===== src/rtl/pmcc_matrix_readout_pkg.sv =====
// Shared definitions for the PMC matrix readout path: word width and
// the per-word sample count derived from the lane count.
package pmcc_matrix_readout_pkg;

    localparam int unsigned PMCC_WORD_W = 32;

    function automatic int unsigned pmcc_samples(input int unsigned lanes);
        return PMCC_WORD_W / lanes;
    endfunction

endpackage


===== src/rtl/pmcc_matrix_readout_if.sv =====
// Matrix-side capture controls and bus-side FIFO read port of the readout block.
interface pmcc_matrix_readout_if
    import pmcc_matrix_readout_pkg::*;
#(
    parameter int unsigned LANES      = 4,
    parameter int unsigned FIFO_DEPTH = 8
);

    logic                            clk_sh;
    logic                            capture_en;
    logic [LANES-1:0]                din;
    logic                            clear;
    logic                            rd_en;
    logic [PMCC_WORD_W-1:0]          rd_data;
    logic                            empty;
    logic                            full;
    logic [$clog2(FIFO_DEPTH):0]     level;
    logic                            overflow;

    modport master (
        output clk_sh, capture_en, din, clear, rd_en,
        input  rd_data, empty, full, level, overflow
    );

    modport slave (
        input  clk_sh, capture_en, din, clear, rd_en,
        output rd_data, empty, full, level, overflow
    );

endinterface


===== src/rtl/pmcc_readout_fifo.sv =====
// Synchronous show-ahead FIFO; a write while full with no simultaneous read
// is dropped and reported on the drop pulse.
module pmcc_readout_fifo #(
    parameter int unsigned WIDTH = 32,
    parameter int unsigned DEPTH = 8
) (
    input  logic                        clk,
    input  logic                        rst_n,
    input  logic                        clr,
    input  logic                        wr_en,
    input  logic [WIDTH-1:0]            wr_data,
    input  logic                        rd_en,
    output logic [WIDTH-1:0]            rd_data,
    output logic                        empty,
    output logic                        full,
    output logic [$clog2(DEPTH):0]      level,
    output logic                        drop
);

    localparam int unsigned AW = $clog2(DEPTH);
    localparam int unsigned PW = AW + 1;

    logic [WIDTH-1:0] mem_q [DEPTH];
    logic [PW-1:0]    wr_ptr_q, wr_ptr_d;
    logic [PW-1:0]    rd_ptr_q, rd_ptr_d;
    logic [PW-1:0]    lvl;
    logic             do_push;
    logic             do_pop;

    always_comb begin
        lvl      = wr_ptr_q - rd_ptr_q;
        empty    = (lvl == '0);
        full     = (lvl == PW'(DEPTH));
        // A pop frees the slot the same-cycle push needs, so full alone does not drop.
        do_pop   = rd_en & ~empty & ~clr;
        do_push  = wr_en & ~clr & (~full | do_pop);
        drop     = wr_en & ~clr & full & ~do_pop;
        wr_ptr_d = wr_ptr_q;
        rd_ptr_d = rd_ptr_q;
        if (clr) begin
            wr_ptr_d = '0;
            rd_ptr_d = '0;
        end else begin
            if (do_push) wr_ptr_d = wr_ptr_q + PW'(1);
            if (do_pop)  rd_ptr_d = rd_ptr_q + PW'(1);
        end
        level   = lvl;
        rd_data = empty ? '0 : mem_q[rd_ptr_q[AW-1:0]];
    end

    always_ff @(posedge clk or negedge rst_n) begin
        if (!rst_n) begin
            wr_ptr_q <= '0;
            rd_ptr_q <= '0;
        end else begin
            wr_ptr_q <= wr_ptr_d;
            rd_ptr_q <= rd_ptr_d;
        end
    end

    always_ff @(posedge clk) begin
        if (do_push) mem_q[wr_ptr_q[AW-1:0]] <= wr_data;
    end

endmodule


===== src/rtl/pmcc_matrix_readout.sv =====
// Deserialises pixel-matrix serial lines on clk_sh rising edges into 32-bit
// words and queues them for the coprocessor read path.
module pmcc_matrix_readout
    import pmcc_matrix_readout_pkg::*;
#(
    parameter int unsigned LANES      = 4,
    parameter int unsigned FIFO_DEPTH = 8
) (
    input  logic                  clk,
    input  logic                  rst_n,
    input  logic                  pmcc_rst_n,
    pmcc_matrix_readout_if.slave  bus
);

    localparam int unsigned W       = PMCC_WORD_W;
    localparam int unsigned SAMPLES = pmcc_samples(LANES);
    localparam int unsigned CNT_W   = (SAMPLES > 1) ? $clog2(SAMPLES) : 1;
    localparam int unsigned SH_W    = (LANES < W) ? (W - LANES) : 1;

    logic             arst_n;
    logic             clk_sh_q, clk_sh_d;
    logic [SH_W-1:0]  shreg_q, shreg_d;
    logic [CNT_W-1:0] cnt_q, cnt_d;
    logic             overflow_q, overflow_d;
    logic             sample;
    logic             push;
    logic             drop;
    logic [W-1:0]     shifted;
    logic [SH_W-1:0]  shreg_next;

    assign arst_n = rst_n & pmcc_rst_n;

    // Only the low W-LANES bits ever reach a future word, so that is all we keep.
    if (LANES < W) begin : g_shift
        assign shifted    = {shreg_q, bus.din};
        assign shreg_next = shifted[SH_W-1:0];
    end else begin : g_wide
        assign shifted    = bus.din;
        assign shreg_next = '0;
    end

    always_comb begin
        clk_sh_d   = bus.clk_sh;
        sample     = bus.clk_sh & ~clk_sh_q & bus.capture_en & ~bus.clear;
        push       = sample && (cnt_q == CNT_W'(SAMPLES - 1));
        shreg_d    = shreg_q;
        cnt_d      = cnt_q;
        overflow_d = overflow_q | drop;
        if (bus.clear) begin
            shreg_d    = '0;
            cnt_d      = '0;
            overflow_d = 1'b0;
        end else if (sample) begin
            shreg_d = shreg_next;
            cnt_d   = push ? '0 : cnt_q + CNT_W'(1);
        end
    end

    always_ff @(posedge clk or negedge arst_n) begin
        if (!arst_n) begin
            clk_sh_q   <= 1'b0;
            shreg_q    <= '0;
            cnt_q      <= '0;
            overflow_q <= 1'b0;
        end else begin
            clk_sh_q   <= clk_sh_d;
            shreg_q    <= shreg_d;
            cnt_q      <= cnt_d;
            overflow_q <= overflow_d;
        end
    end

    assign bus.overflow = overflow_q;

    pmcc_readout_fifo #(
        .WIDTH (W),
        .DEPTH (FIFO_DEPTH)
    ) u_fifo (
        .clk     (clk),
        .rst_n   (arst_n),
        .clr     (bus.clear),
        .wr_en   (push),
        .wr_data (shifted),
        .rd_en   (bus.rd_en),
        .rd_data (bus.rd_data),
        .empty   (bus.empty),
        .full    (bus.full),
        .level   (bus.level),
        .drop    (drop)
    );

endmodule


===== src/flat_wrapper.sv =====
// flat-port wrapper written by rule: the top's interface ports become plain ports
module pmcc_matrix_readout_flat import pmcc_matrix_readout_pkg::*;
#(
    parameter int unsigned LANES      = 4,
    parameter int unsigned FIFO_DEPTH = 8
)
  (clk, rst_n, pmcc_rst_n, bus_clk_sh, bus_capture_en, bus_din, bus_clear, bus_rd_en, bus_rd_data, bus_empty, bus_full, bus_level, bus_overflow);
  pmcc_matrix_readout_if #(.LANES(LANES), .FIFO_DEPTH(FIFO_DEPTH)) bus_i ();
  input  logic clk;
  input  logic rst_n;
  input  logic pmcc_rst_n;
  input wire logic [$bits(bus_i.clk_sh)-1:0] bus_clk_sh;
  input wire logic [$bits(bus_i.capture_en)-1:0] bus_capture_en;
  input wire logic [$bits(bus_i.din)-1:0] bus_din;
  input wire logic [$bits(bus_i.clear)-1:0] bus_clear;
  input wire logic [$bits(bus_i.rd_en)-1:0] bus_rd_en;
  output wire logic [$bits(bus_i.rd_data)-1:0] bus_rd_data;
  output wire logic [$bits(bus_i.empty)-1:0] bus_empty;
  output wire logic [$bits(bus_i.full)-1:0] bus_full;
  output wire logic [$bits(bus_i.level)-1:0] bus_level;
  output wire logic [$bits(bus_i.overflow)-1:0] bus_overflow;
  assign bus_i.clk_sh = bus_clk_sh;
  assign bus_i.capture_en = bus_capture_en;
  assign bus_i.din = bus_din;
  assign bus_i.clear = bus_clear;
  assign bus_i.rd_en = bus_rd_en;
  assign bus_rd_data = bus_i.rd_data;
  assign bus_empty = bus_i.empty;
  assign bus_full = bus_i.full;
  assign bus_level = bus_i.level;
  assign bus_overflow = bus_i.overflow;
  pmcc_matrix_readout #(.LANES(LANES), .FIFO_DEPTH(FIFO_DEPTH)) u_core (.clk(clk), .rst_n(rst_n), .pmcc_rst_n(pmcc_rst_n), .bus(bus_i));
endmodule

===== config.mk =====
export PLATFORM = sky130hd
export DESIGN_NAME = pmcc_matrix_readout_flat
export DESIGN_NICKNAME = d
export VERILOG_FILES = /design/src/rtl/pmcc_matrix_readout_pkg.sv /design/src/rtl/pmcc_matrix_readout_if.sv /design/src/rtl/pmcc_readout_fifo.sv /design/src/rtl/pmcc_matrix_readout.sv /design/src/flat_wrapper.sv
export SDC_FILE = /design/constraint.sdc
export NUM_CORES = 1
export LEC_CHECK = 0
export BUFFER_PORTS_ARGS = -buffer_cell sky130_fd_sc_hd__buf_2
export CAP_MARGIN = 20
export CORE_MARGIN = 2
export CORE_UTILIZATION = 45
export CTS_BUF_LIST = sky130_fd_sc_hd__clkbuf_8 sky130_fd_sc_hd__clkbuf_16
export CTS_CLUSTER_DIAMETER = 60
export CTS_CLUSTER_SIZE = 10
export DETAILED_ROUTE_END_ITERATION = 6
export PLACE_DENSITY = 0.64
export SKIP_LAST_GASP = 1
export SYNTH_ARGS = -nofsm -noshare
export SYNTH_HDL_FRONTEND = slang
export SYNTH_SLANG_ARGS = --single-unit

===== constraint.sdc =====
create_clock -name clk -period 5.69 [get_ports clk]
set_clock_uncertainty 0.15 [all_clocks]
set_input_delay 0.2845 -clock clk [delete_from_list [all_inputs] [get_ports clk]]
set_output_delay 0.2845 -clock clk [all_outputs]
set_load 0.02 [all_outputs]

# After elaboration in Yosys (flattened, before gate mapping)
# Memory sizes are Yosys's and may differ from the RTL's.
# Index checks and enable logic that the tools add are counted.
# totals
ff_bits	41
ramBits	256
wordCells	48
n_memories	1
# classes
add_sub_neg	4
n_eq_ne	2
mux	13
bitwise_logic	17
n_reduce_logical	5
# mem_list
memory	depth	word_bits	read_ports	rd_clocked_by_memory_dff	write_ports	line_no	rtl
u_core.u_fifo.mem_q	8	32	1	0	1	pmcc_readout_fifo.sv:23	logic [WIDTH-1:0] mem_q [DEPTH];
# op_table
cell	count
28-bit 2-to-1 mux	2
32-bit 2-to-1 mux	1
4-bit 2-to-1 mux	4
1-bit bitwise AND	10
3-bit 2-to-1 mux	3
4-bit by 1-bit adder with 4-bit output, second input constant	2
2-bit nonzero test	3
1-bit NOT	5
4-bit == test, second input constant	1
4-bit zero test	1
4-bit subtractor	1
3-bit by 1-bit adder with 3-bit output, second input constant	1
3-bit == test, second input constant	1
1-bit 2-to-1 mux	3
1-bit bitwise OR	2
1-bit logical AND	1

# Logic depth before layout (Yosys ltp)
# Gate-level depths: netlist (run 1).
# depth
word_depth	10
depth_mapped	11
mapped_depth_nobuf	9

# Hierarchy
# A second synthesis (run 1) with hierarchy kept.
# unflattened
hier_cells	635
area_unflattened_um2	11811.3
# by_module_without_submodules
module	n_inst	cells_each	area_each_um2	seq_area_each_um2
pmcc_readout_fifo	1	520	10376.2	7887.6
pmcc_matrix_readout	1	115	1435.1	825.8

# Worst setup path before layout (run 1)
# No wires, ideal clock.
# synth_timing
path_type	register to register
start	reg u_core.u_fifo.rd_ptr_q[1]
end	mem u_core.u_fifo.mem_q[6][0], enable pin
arrival_time_ps	4569
required_time_ps	5072
slack_ps	503
path_stages_with_launch	10
n_path_buf	2
cell_sequence	dfrtp_1 -> buf_2 -> buf_2 -> inv_1 -> fa_1 -> xor2_2 -> a2111oi_4 -> a31oi_4 -> nand2_1 -> nor3b_1
# synth_via
elab_chain_len	9
# synth_lines
element	line_no	rtl
start: declaration	pmcc_readout_fifo.sv:25	logic [PW-1:0] rd_ptr_q, rd_ptr_d;
start signal: assignment	pmcc_readout_fifo.sv:57	rd_ptr_q <= rd_ptr_d;
4-bit subtractor *	pmcc_readout_fifo.sv:31	lvl = wr_ptr_q - rd_ptr_q;
via bus_level[2]	flat_wrapper.sv:20	output wire logic [$bits(bus_i.level)-1:0] bus_level;
4-bit zero test	pmcc_readout_fifo.sv:32	empty = (lvl == '0);
1-bit NOT	pmcc_readout_fifo.sv:35	do_pop = rd_en & ~empty & ~clr;
1-bit bitwise AND (2 in a row)	pmcc_readout_fifo.sv:35	
1-bit bitwise OR *	pmcc_readout_fifo.sv:36	do_push = wr_en & ~clr & (~full | do_pop);
1-bit bitwise AND *	pmcc_readout_fifo.sv:36	
1-bit 2-to-1 mux *	pmcc_readout_fifo.sv:62	if (do_push) mem_q[wr_ptr_q[AW-1:0]] <= wr_data;
1-bit 2-to-1 mux (not written as such) *	pmcc_readout_fifo.sv:62	
end: declaration	pmcc_readout_fifo.sv:23	
# Mark *: on every way through the listed nets, which the timed path passes. The rest lies on a longest branch.

# Worst setup path in the final report (run 1)
# layout_timing
start	reg u_core.u_fifo.rd_ptr_q[0]
end	out bus_rd_data[0]
# layout_via
elab_chain_len	3
# layout_lines
element	line_no	rtl
4-bit subtractor	pmcc_readout_fifo.sv:31	
4-bit zero test	pmcc_readout_fifo.sv:32	
32-bit 2-to-1 mux *	pmcc_readout_fifo.sv:48	rd_data = empty ? '0 : mem_q[rd_ptr_q[AW-1:0]];
end: declaration	flat_wrapper.sv:17	output wire logic [$bits(bus_i.rd_data)-1:0] bus_rd_data;
# Mark *: on every way between the ends. The rest lies on a longest branch, timed or not.

==> metrics.md, run 1 <==
| Metric | Value |
|---|---|
| CTS max path bufs | 3 |
| Period utilisation layout | 0.7379 |
| Crit path max fanout | 29 |
| Tightest Hold Check Type | in -> reg |
| Worst-Margin Slew | 1.032 ns |
| Final nets | 694 |
| CP endpoint kind | output port |
| Final core occ | 0.5301 |
| Setup crit end | bus_rd_data[0] |
| Reg2reg end | u_core.u_fifo.rd_ptr_q[1]$_DFFE_PN0P_ |
| 1st-pass router iterations | 5 |
| CTS root buf | clkbuf_16 |
| Avg Vias per Cell | 5.681 |
| Hold_sp | bus_rd_en |
| Worst setup path category | reg -> out |
| Clock power frac | 0.352 |
| Post-Layout Cell Count | 1029 |
| CTS tree | yes |
| CORE AREA | 0.02518 mm2 |
| Startpoint types | flip-flop |
| Placer congestion estimate | 0.7150 |
| Placed Instance Area | 0.01224 mm2 |
| Combinational fraction of design power | 0.216 |
| R2r setup slk | between 1.5 and 2 ns |
| Fin Setup TNS | 0 ns |
| Crit-path slowest cell | dfrtp_4 |
| Number of global-route vias before repair | 6272 |
| Max incr delay on CP | 0.81 ns |
| Final hold violations | 0 |
| I/O Buffers | between 40 and 50 |
| Post-route ant nets | 0 |
| Leak Pwr | 0.004678 uW |
| H-Tree Depth | 2 |
| Internal Pwr Total | 3987 uW |
| GR Overflow Total | 0 |
| Sw Share | 0.2850 |
| DRT iter0 DRCs | 470 |
| Ant. Diodes | 0 |
| Placed cells | 959 |
| Max_slew headroom | 0.3118 |
| CP Data Required Time | 5.26 ns |
| RSZ-0062 raised after global routing | false |
| Worst-Skew Late Latency | 0.50 ns |
| Die ar. | 0.02701 mm2 |
| Largest net degree at the start of global routing | 68 |
| Fillers | 1960 |
| Number of synthesized flops with an enable pin | 256 |
| Initial Util | 0.4595 |
| Crit path DAT | 3.76 ns |
| Netlist cell types | 43 |
| Die height | 164.4 um |
| CTS Sinks | 297 |
| Sw Pwr | 1589 uW |
| Area Growth Syn to Fin | 15.35% |
| Cts repair resizes | 0 |
| Clock period minus worst slack | between 4 and 5 ns |
| FF-to-FF Start | u_core.u_fifo.rd_ptr_q[0]$_DFFE_PN0P_ |
| Setup Fix Bufs, Post-CTS | 0 |
| Slew Limit Fails | 0 |
| GRT Util Overall | 0.1835 |
| Syn Area/Cell | 19.38 um2 |
| Sequential area share after synthesis | 0.7530 |
| Cts hold-fix bufs | 9 |
| PD cells | 417.8 mW/mm2 |
| FF+latch count, synth | 297 |
| HPWL Detailed | 12.67 mm |
| DR vias | 5846 |
| Synth warn | 0 |
| Flop pwr share | 0.432 |
| Status | complete, no violations |
| Final Cell Area | 0.01335 mm2 |
| Hold_ws | 0.07781 ns |
| Wire per inst | 22.77 um |
| Cell breakdown of the critical path | ha_1 > inv_1 > fa_1 > xor2_2 > nor3_1 > a21boi_4 > buf_4 > a21oi_1 > buf_2 |
| Synth Flop Type | edfxtp_1 |
| Ys async rst share | 0.1380 |
| First-pass GRT wire length | 36.92 mm |
| Max VDD drop | 0.0002118 V |
| FF-to-FF path depth | 10 |
| Initial antenna violation count | 0 |
| Clk slew on worst S/H paths | 0.06 ns |
| Die X-Extent | 164.4 um |
| Synth Cell Area | around 0.012 mm2 |
| Number of buffers created by CTS | 35 |
| Setup violators final | 0 |
| Ports | 50 |
| Synthesized netlist net count | between 600 and 700 |
| Syn Inst Count | 597 |
| Peak Freq | 238.2 MHz |
| Layout cells sized above 1 | 0.2704 |
| FP Rows | 58 |
| MaxCap Viol Count | 0 |
| # DRC | 0 |
| WL final | about 23 mm |
| Critical path launch point | u_core.u_fifo.rd_ptr_q[0]$_DFFE_PN0P_ |
cells in the final DEF (no fill, tap or decap), types with 9 or more instances in the layout:
| cell type | synthesis | routed |
|---|---|---|
| dlygate4sd3_1 | 0 | 9 |
| nand2_1 | 72 | 72 |
| inv_1 | 9 | 32 |
| clkbuf_16 | 0 | 37 |
| a22o_1 | 29 | 29 |
| dfrtp_1 | 41 | 39 |
| buf_2 | 11 | 49 |
| buf_4 | 7 | 17 |
| edfxtp_1 | 256 | 256 |
| mux4_2 | 64 | 64 |
| a21oi_1 | 37 | 37 |
cells in the mapped netlist (3+ instances only):
library cell / number / area share
mux4_2: 64 / 0.12
ha_1: 7 / 0.0076
clkbuf_1: 9 / 0.0029
buf_1: 5 / 0.0016
edfxtp_1: 256 / 0.66
o21ai_1: 3 / 0.0013
buf_2: 11 / 0.0048
inv_1: 9 / 0.0029
dfrtp_1: 41 / 0.089
nor2_1: 6 / 0.0019
a22o_1: 29 / 0.022
a21oi_1: 37 / 0.016
buf_4: 7 / 0.0045
nand2_1: 72 / 0.023
nor3_1: 5 / 0.0022
stage by stage:
step | power [uW] | setup slack [ns]
4_1_cts | 5642 | 1.406
3_3_place_gp | 3675 | 1.750
3_5_place_dp | 3678 | 1.838
2_1_floorplan | 3359 | 0.5032
6_report | 5576 | 1.491
5_1_grt | 5803 | 1.207
registers in the layout, summed over array words and instances, names as in the netlist:
| signal | flops |
|---|---|
| u_core.bus.overflow | 1 |
| u_core.clk_sh_q | 1 |
| u_core.cnt_q | 3 |
| u_core.shreg_q | 28 |
| u_core.u_fifo.mem_q | 256 |
| u_core.u_fifo.rd_ptr_q | 4 |
| u_core.u_fifo.wr_ptr_q | 4 |
critical path: cells and delay by family (launching register included):
family / cells / cell delay (ns)
AND/OR/NAND/NOR: 1 / 0.22
buffers and inverters: 3 / 0.71
adder cells (fa/ha/maj): 2 / 0.67
AO/OA/AOI/OAI: 2 / 0.65
flip-flops: 1 / 0.81
XOR/XNOR: 1 / 0.19
worst min-delay path by stage:
stage / end / slack (ns) / depth (start not counted)
global placement: u_core.clk_sh_q$_DFF_PN0_ / 0.28 / 1
CTS: u_core.u_fifo.rd_ptr_q[2]$_DFFE_PN0P_ / 0.06 / 4
global route: u_core.u_fifo.rd_ptr_q[0]$_DFFE_PN0P_ / 0.12 / 4
finish: u_core.u_fifo.rd_ptr_q[2]$_DFFE_PN0P_ / 0.08 / 4
floorplan: u_core.clk_sh_q$_DFF_PN0_ / 0.17 / 0
detailed placement: u_core.clk_sh_q$_DFF_PN0_ / 0.29 / 1
routing by layer:
layer,GRT usage,vias to the layer above,part of all wire
met5,0,-,0
met2,0.2936,157,0.49
met3,0.02551,30,0.044
met1,0.2610,3119,0.44
met4,0.06459,0,0.020
li1,-,2540,-
final cells by class:
cell class | count | area, um2 | share of cell area
Inverter | 9 | 33.78 | 0.002531
Clock buffer | 37 | 925.9 | 0.06937
Clock inverter | 24 | 91.34 | 0.006843
Multi-Input combinational cell | 256 | 2683 | 0.2010
Sequential cell | 297 | 8718 | 0.6532
Tap cell | 330 | 412.9 | 0.03093
Timing Repair Buffer | 76 | 483.0 | 0.03618
cells by family after synthesis:
group,Yosys count,share of synthesized area
buffers and inverters,44,0.01914
adders and majority gates,8,0.009299
DFF,297,0.7530
and+or+nand+nor,100,0.03839
muxes,66,0.1263
AOI/OAI and AO/OA,78,0.05017
xor gates and xnor gates,4,0.003677
power groups by stage:
stage	Sequential (uW)	Clock, uW	Combinational, uW
finish	2410	1960	1200
global route	2420	2080	1300
CTS	2420	2000	1230
detailed placement	2460	0	1220
global placement	2460	0	1220
floorplan	2400	0	960
Power figures use the tool's default switching activity.
==> run 2, diff against run 1 <==
--- a/config.mk
+++ b/config.mk
@@ -5,6 +5,7 @@
 export SDC_FILE = /design/constraint.sdc
 export NUM_CORES = 1
 export LEC_CHECK = 0
+export ABC_AREA = 1
 export BUFFER_PORTS_ARGS = -buffer_cell sky130_fd_sc_hd__buf_2
 export CAP_MARGIN = 20
 export CORE_MARGIN = 2
==> constraint.sdc (replaced) <==
create_clock -name clk -period 4.4 [get_ports clk]
set_clock_uncertainty 0.15 [all_clocks]
set_input_delay 0.22 -clock clk [delete_from_list [all_inputs] [get_ports clk]]
set_output_delay 0.22 -clock clk [all_outputs]
set_load 0.02 [all_outputs]
==> metrics.md, run 2 <==
| Metric | Value |
|---|---|
| WL met1 | 11.90 mm (+15%) |
| Worst-Skew Late Latency | 0.50 ns (about the same) |
| Max_slew headroom | 0.3669 (+0.05506) |
| Ports | 50 (unchanged) |
| Fillers | 2222 (+13%) |
| CTS max path bufs | 3 (unchanged) |
| Die ar. | 0.02838 mm2 (+5.1%) |
| 1st-pass router iterations | 5 (unchanged) |
| Placed Instance Area | 0.01275 mm2 (+4.1%) |
| Initial Util | 0.4554 (-0.004074) |
| GR Overflow Total | 0 (unchanged) |
| FP Rows | 60 (+3.4%) |
| Placer congestion estimate | 0.7522 (+5.2%) |
| Clock period minus worst slack | 3.641 ns |
| CP endpoint kind | output port |
| CTS tree | yes |
| Crit path DAT | 3.27 ns (-0.49 ns) |
| Crit-path leading delay family | buffers and inverters |
| Syn Inst Count | 937 (+57%) |
| CORE AREA | 0.02673 mm2 (+6.1%) |
| Startpoint types | flip-flop |
| Final Cell Area | 0.01386 mm2 (+3.8%) |
| FF-to-FF path depth | 10 (unchanged) |
| DR vias | 7499 (+28%) |
| CP Data Required Time | 4.03 ns (-1.23 ns) |
| Uppermost layer routed | met4 |
| Max VDD drop | 0.0005619 V (+170%) |
| Most frequent cells in the layout | edfxtp_1 (256), nand2_1 (150), a21oi_1 (126), inv_1 (71), nor2_1 (67) |
| CTS Sinks | 297 (unchanged) |
| Placed cells | 1293 (+35%) |
| Cts repair resizes | 0 (unchanged) |
| Leak Pwr | 0.005331 uW (+14%) |
| Status | complete, no violations |
| Max incr delay on CP | 0.60 ns (-0.21 ns) |
| Avg Vias per Cell | 5.490 (-3.4%) |
| RSZ-0062 raised after global routing | false |
| Cell breakdown of the critical path | buf_4 > clkinv_2 > buf_4 > a21oi_1 > a22oi_1 > nor2_1 > nor3_2 > buf_2 |
| Period utilisation layout | 0.8274 |
| PD cells | 576.4 mW/mm2 (+38%) |
| Worst-Margin Slew | 0.9496 ns (-0.08258 ns) |
| WP depth | 8 (-1) |
| HPWL Detailed | 14.39 mm (+14%) |
| Wire per inst | 19.75 um (-13%) |
| Cell with the most instances after synthesis | edfxtp_1 |
| Hold Path Depth | 2 (-2) |
| Final nets | 1017 (+47%) |
| Synth Cell Area | 0.01217 mm2 (+5.2%) |
| Synth Flop Type | edfxtp_1 |
| Post-Layout Cell Count | 1366 (+33%) |
| WL met3 | 1.493 mm (+44%) |
| Largest net degree at the start of global routing | 69 (+1.5%) |
| Layout cells sized above 1 | 0.1668 (-0.1036) |
| Slew Limit Fails | 0 (unchanged) |
| Setup Fix Bufs, Post-CTS | 0 (unchanged) |
| DRT iter0 DRCs | 501 (+6.6%) |
| Peak Freq | 274.7 MHz |
| Synth warn | 0 (unchanged) |
| Synthesized netlist net count | 956 (+55%) |
| Syn Area/Cell | 12.99 um2 (-33%) |
| Clk slew on worst S/H paths | 0.05 ns (about the same) |
| Commonest non-fill, non-tap cell in the layout | edfxtp_1 |
| Cell mode on critical path | buf_4 |
| Top-area cell type share of the netlist area | 0.6316 (-0.03278) |
| Netlist cell types | 38 (-12%) |
| WP buf/inv | 4 (+1) |
| Worst setup path category | reg -> out |
| Area leader, netlist | edfxtp_1 |
| Initial antenna violation count | 0 (unchanged) |
| CTS root buf | clkbuf_16 |
| Fin Setup TNS | 0 ns (unchanged) |
| Final hold violations | 0 (unchanged) |
| FF+latch count, synth | 297 (unchanged) |
| WL final | 26.98 mm (+15%) |
| Die height | 168.5 um (+2.5%) |
| Number of global-route vias before repair | 7500 (+20%) |
| H-Tree Depth | 2 (unchanged) |
| Setup violators final | 0 (unchanged) |
| Post-route ant nets | 0 (unchanged) |
| Tightest Hold Check Type | in -> reg |
| Die X-Extent | 168.5 um (+2.5%) |
| Number of buffers created by CTS | 35 (unchanged) |
| WL met2 | 13.00 mm (+13%) |
| Most frequent cells after synthesis | edfxtp_1 (256), nand2_1 (150), a21oi_1 (126) |
| Number of synthesized flops with an enable pin | 256 (unchanged) |
| Ant. Diodes | 0 (unchanged) |
| Sequential area share after synthesis | 0.7159 (-0.03716) |
| Ys async rst share | 0.1380 (unchanged) |
| Largest cells by area after synthesis | edfxtp_1 (63%), dfrtp_1 (8.4%), a21oi_1 (5.2%) |
| # DRC | 0 (unchanged) |
| First-pass GRT wire length | 42.36 mm (+15%) |
| Crit path max fanout | 68 (+130%) |
| Area Growth Syn to Fin | 13.88% |
| I/O Buffers | 49 (unchanged) |
| GRT Util Overall | 0.1936 (+0.01009) |
| Cts hold-fix bufs | 9 (unchanged) |
| Max FFs per register | 256 (unchanged) |
| Crit-path slowest cell | buf_4 |
| MaxCap Viol Count | 0 (unchanged) |
-- run 2: changes by cell type after synthesis, sizes merged, moves of 30 or more --
cell	previous run	this run
a21oi	37	126
nand2	73	156
nor2	6	74
a22oi	0	62
mux4	64	0
nor3	5	35
inv	9	52
-- run 2: kinds of logic after synthesis --
group,Yosys count,synth area share
AOI/OAI and AO/OA,229,0.1112
muxes,1,0.0008224
and+or+nand+nor,286,0.1125
xor gates and xnor gates,5,0.004215
DFF,297,0.7159
buffers and inverters,111,0.04657
adders and majority gates,8,0.008840
-- run 2: final cells by class --
| class | count | area, um2 | area share |
|---|---|---|---|
| Sequential cell | 297 | 8718 | 0.6290 |
| Multi-Input combinational cell | 529 | 2952 | 0.2129 |
| Clock buffer | 36 | 900.9 | 0.06499 |
| Timing Repair Buffer | 83 | 535.5 | 0.03864 |
| Tap cell | 341 | 426.7 | 0.03078 |
| Inverter | 52 | 203.9 | 0.01471 |
| Clock inverter | 28 | 123.9 | 0.008937 |
-- run 2: final timing paths --
| path | to | slack, ns | start |
|---|---|---|---|
| min in group asynchronous | u_core.u_fifo.wr_ptr_q[1]$_DFFE_PN0P_ | 0.36 | rst_n |
| max reg2reg | u_core.u_fifo.mem_q[6][20]$_DFFE_PP_ | 1.22 | u_core.u_fifo.wr_ptr_q[0]$_DFFE_PN0P_ |
| min | u_core.clk_sh_q$_DFF_PN0_ | 0.23 | bus_clk_sh |
| max | bus_rd_data[2] | 0.76 | u_core.u_fifo.rd_ptr_q[0]$_DFFE_PN0P_ |
| max in group asynchronous | u_core.u_fifo.rd_ptr_q[0]$_DFFE_PN0P_ | 2.48 | pmcc_rst_n |
| min reg2reg | u_core.cnt_q[0]$_DFFE_PN0P_ | 0.33 | u_core.cnt_q[0]$_DFFE_PN0P_ |
-- run 2: layer usage --
metal,vias up,global-route usage
met5,-,0
met2,228,0.3187
met1,3703,0.2649
li1,3521,-
met4,0,0.06259
met3,47,0.03343
-- run 2: metrics by stage --
step,util,hold slack (ns),power [uW],worst slack [ns]
after floorplan,-,0.1014,5039,0.4468
after global placement,0.4769,0.1934,5519,1.265
after detailed placement,0.4769,0.1946,5546,1.199
after CTS,0.5186,0.2084,8064,0.7366
after global routing,0.5186,0.2398,8390,0.5471
final,0.5186,0.2343,7990,0.7594
-- run 2: power by group --
group / switching [uW] / total (uW) / leakage (uW) / internal [uW]
clock network: 1050 / 2520 / 0.000592 / 1470
registers: 9.04 / 3050 / 0.00292 / 3040
logic: 1700 / 2420 / 0.00182 / 714
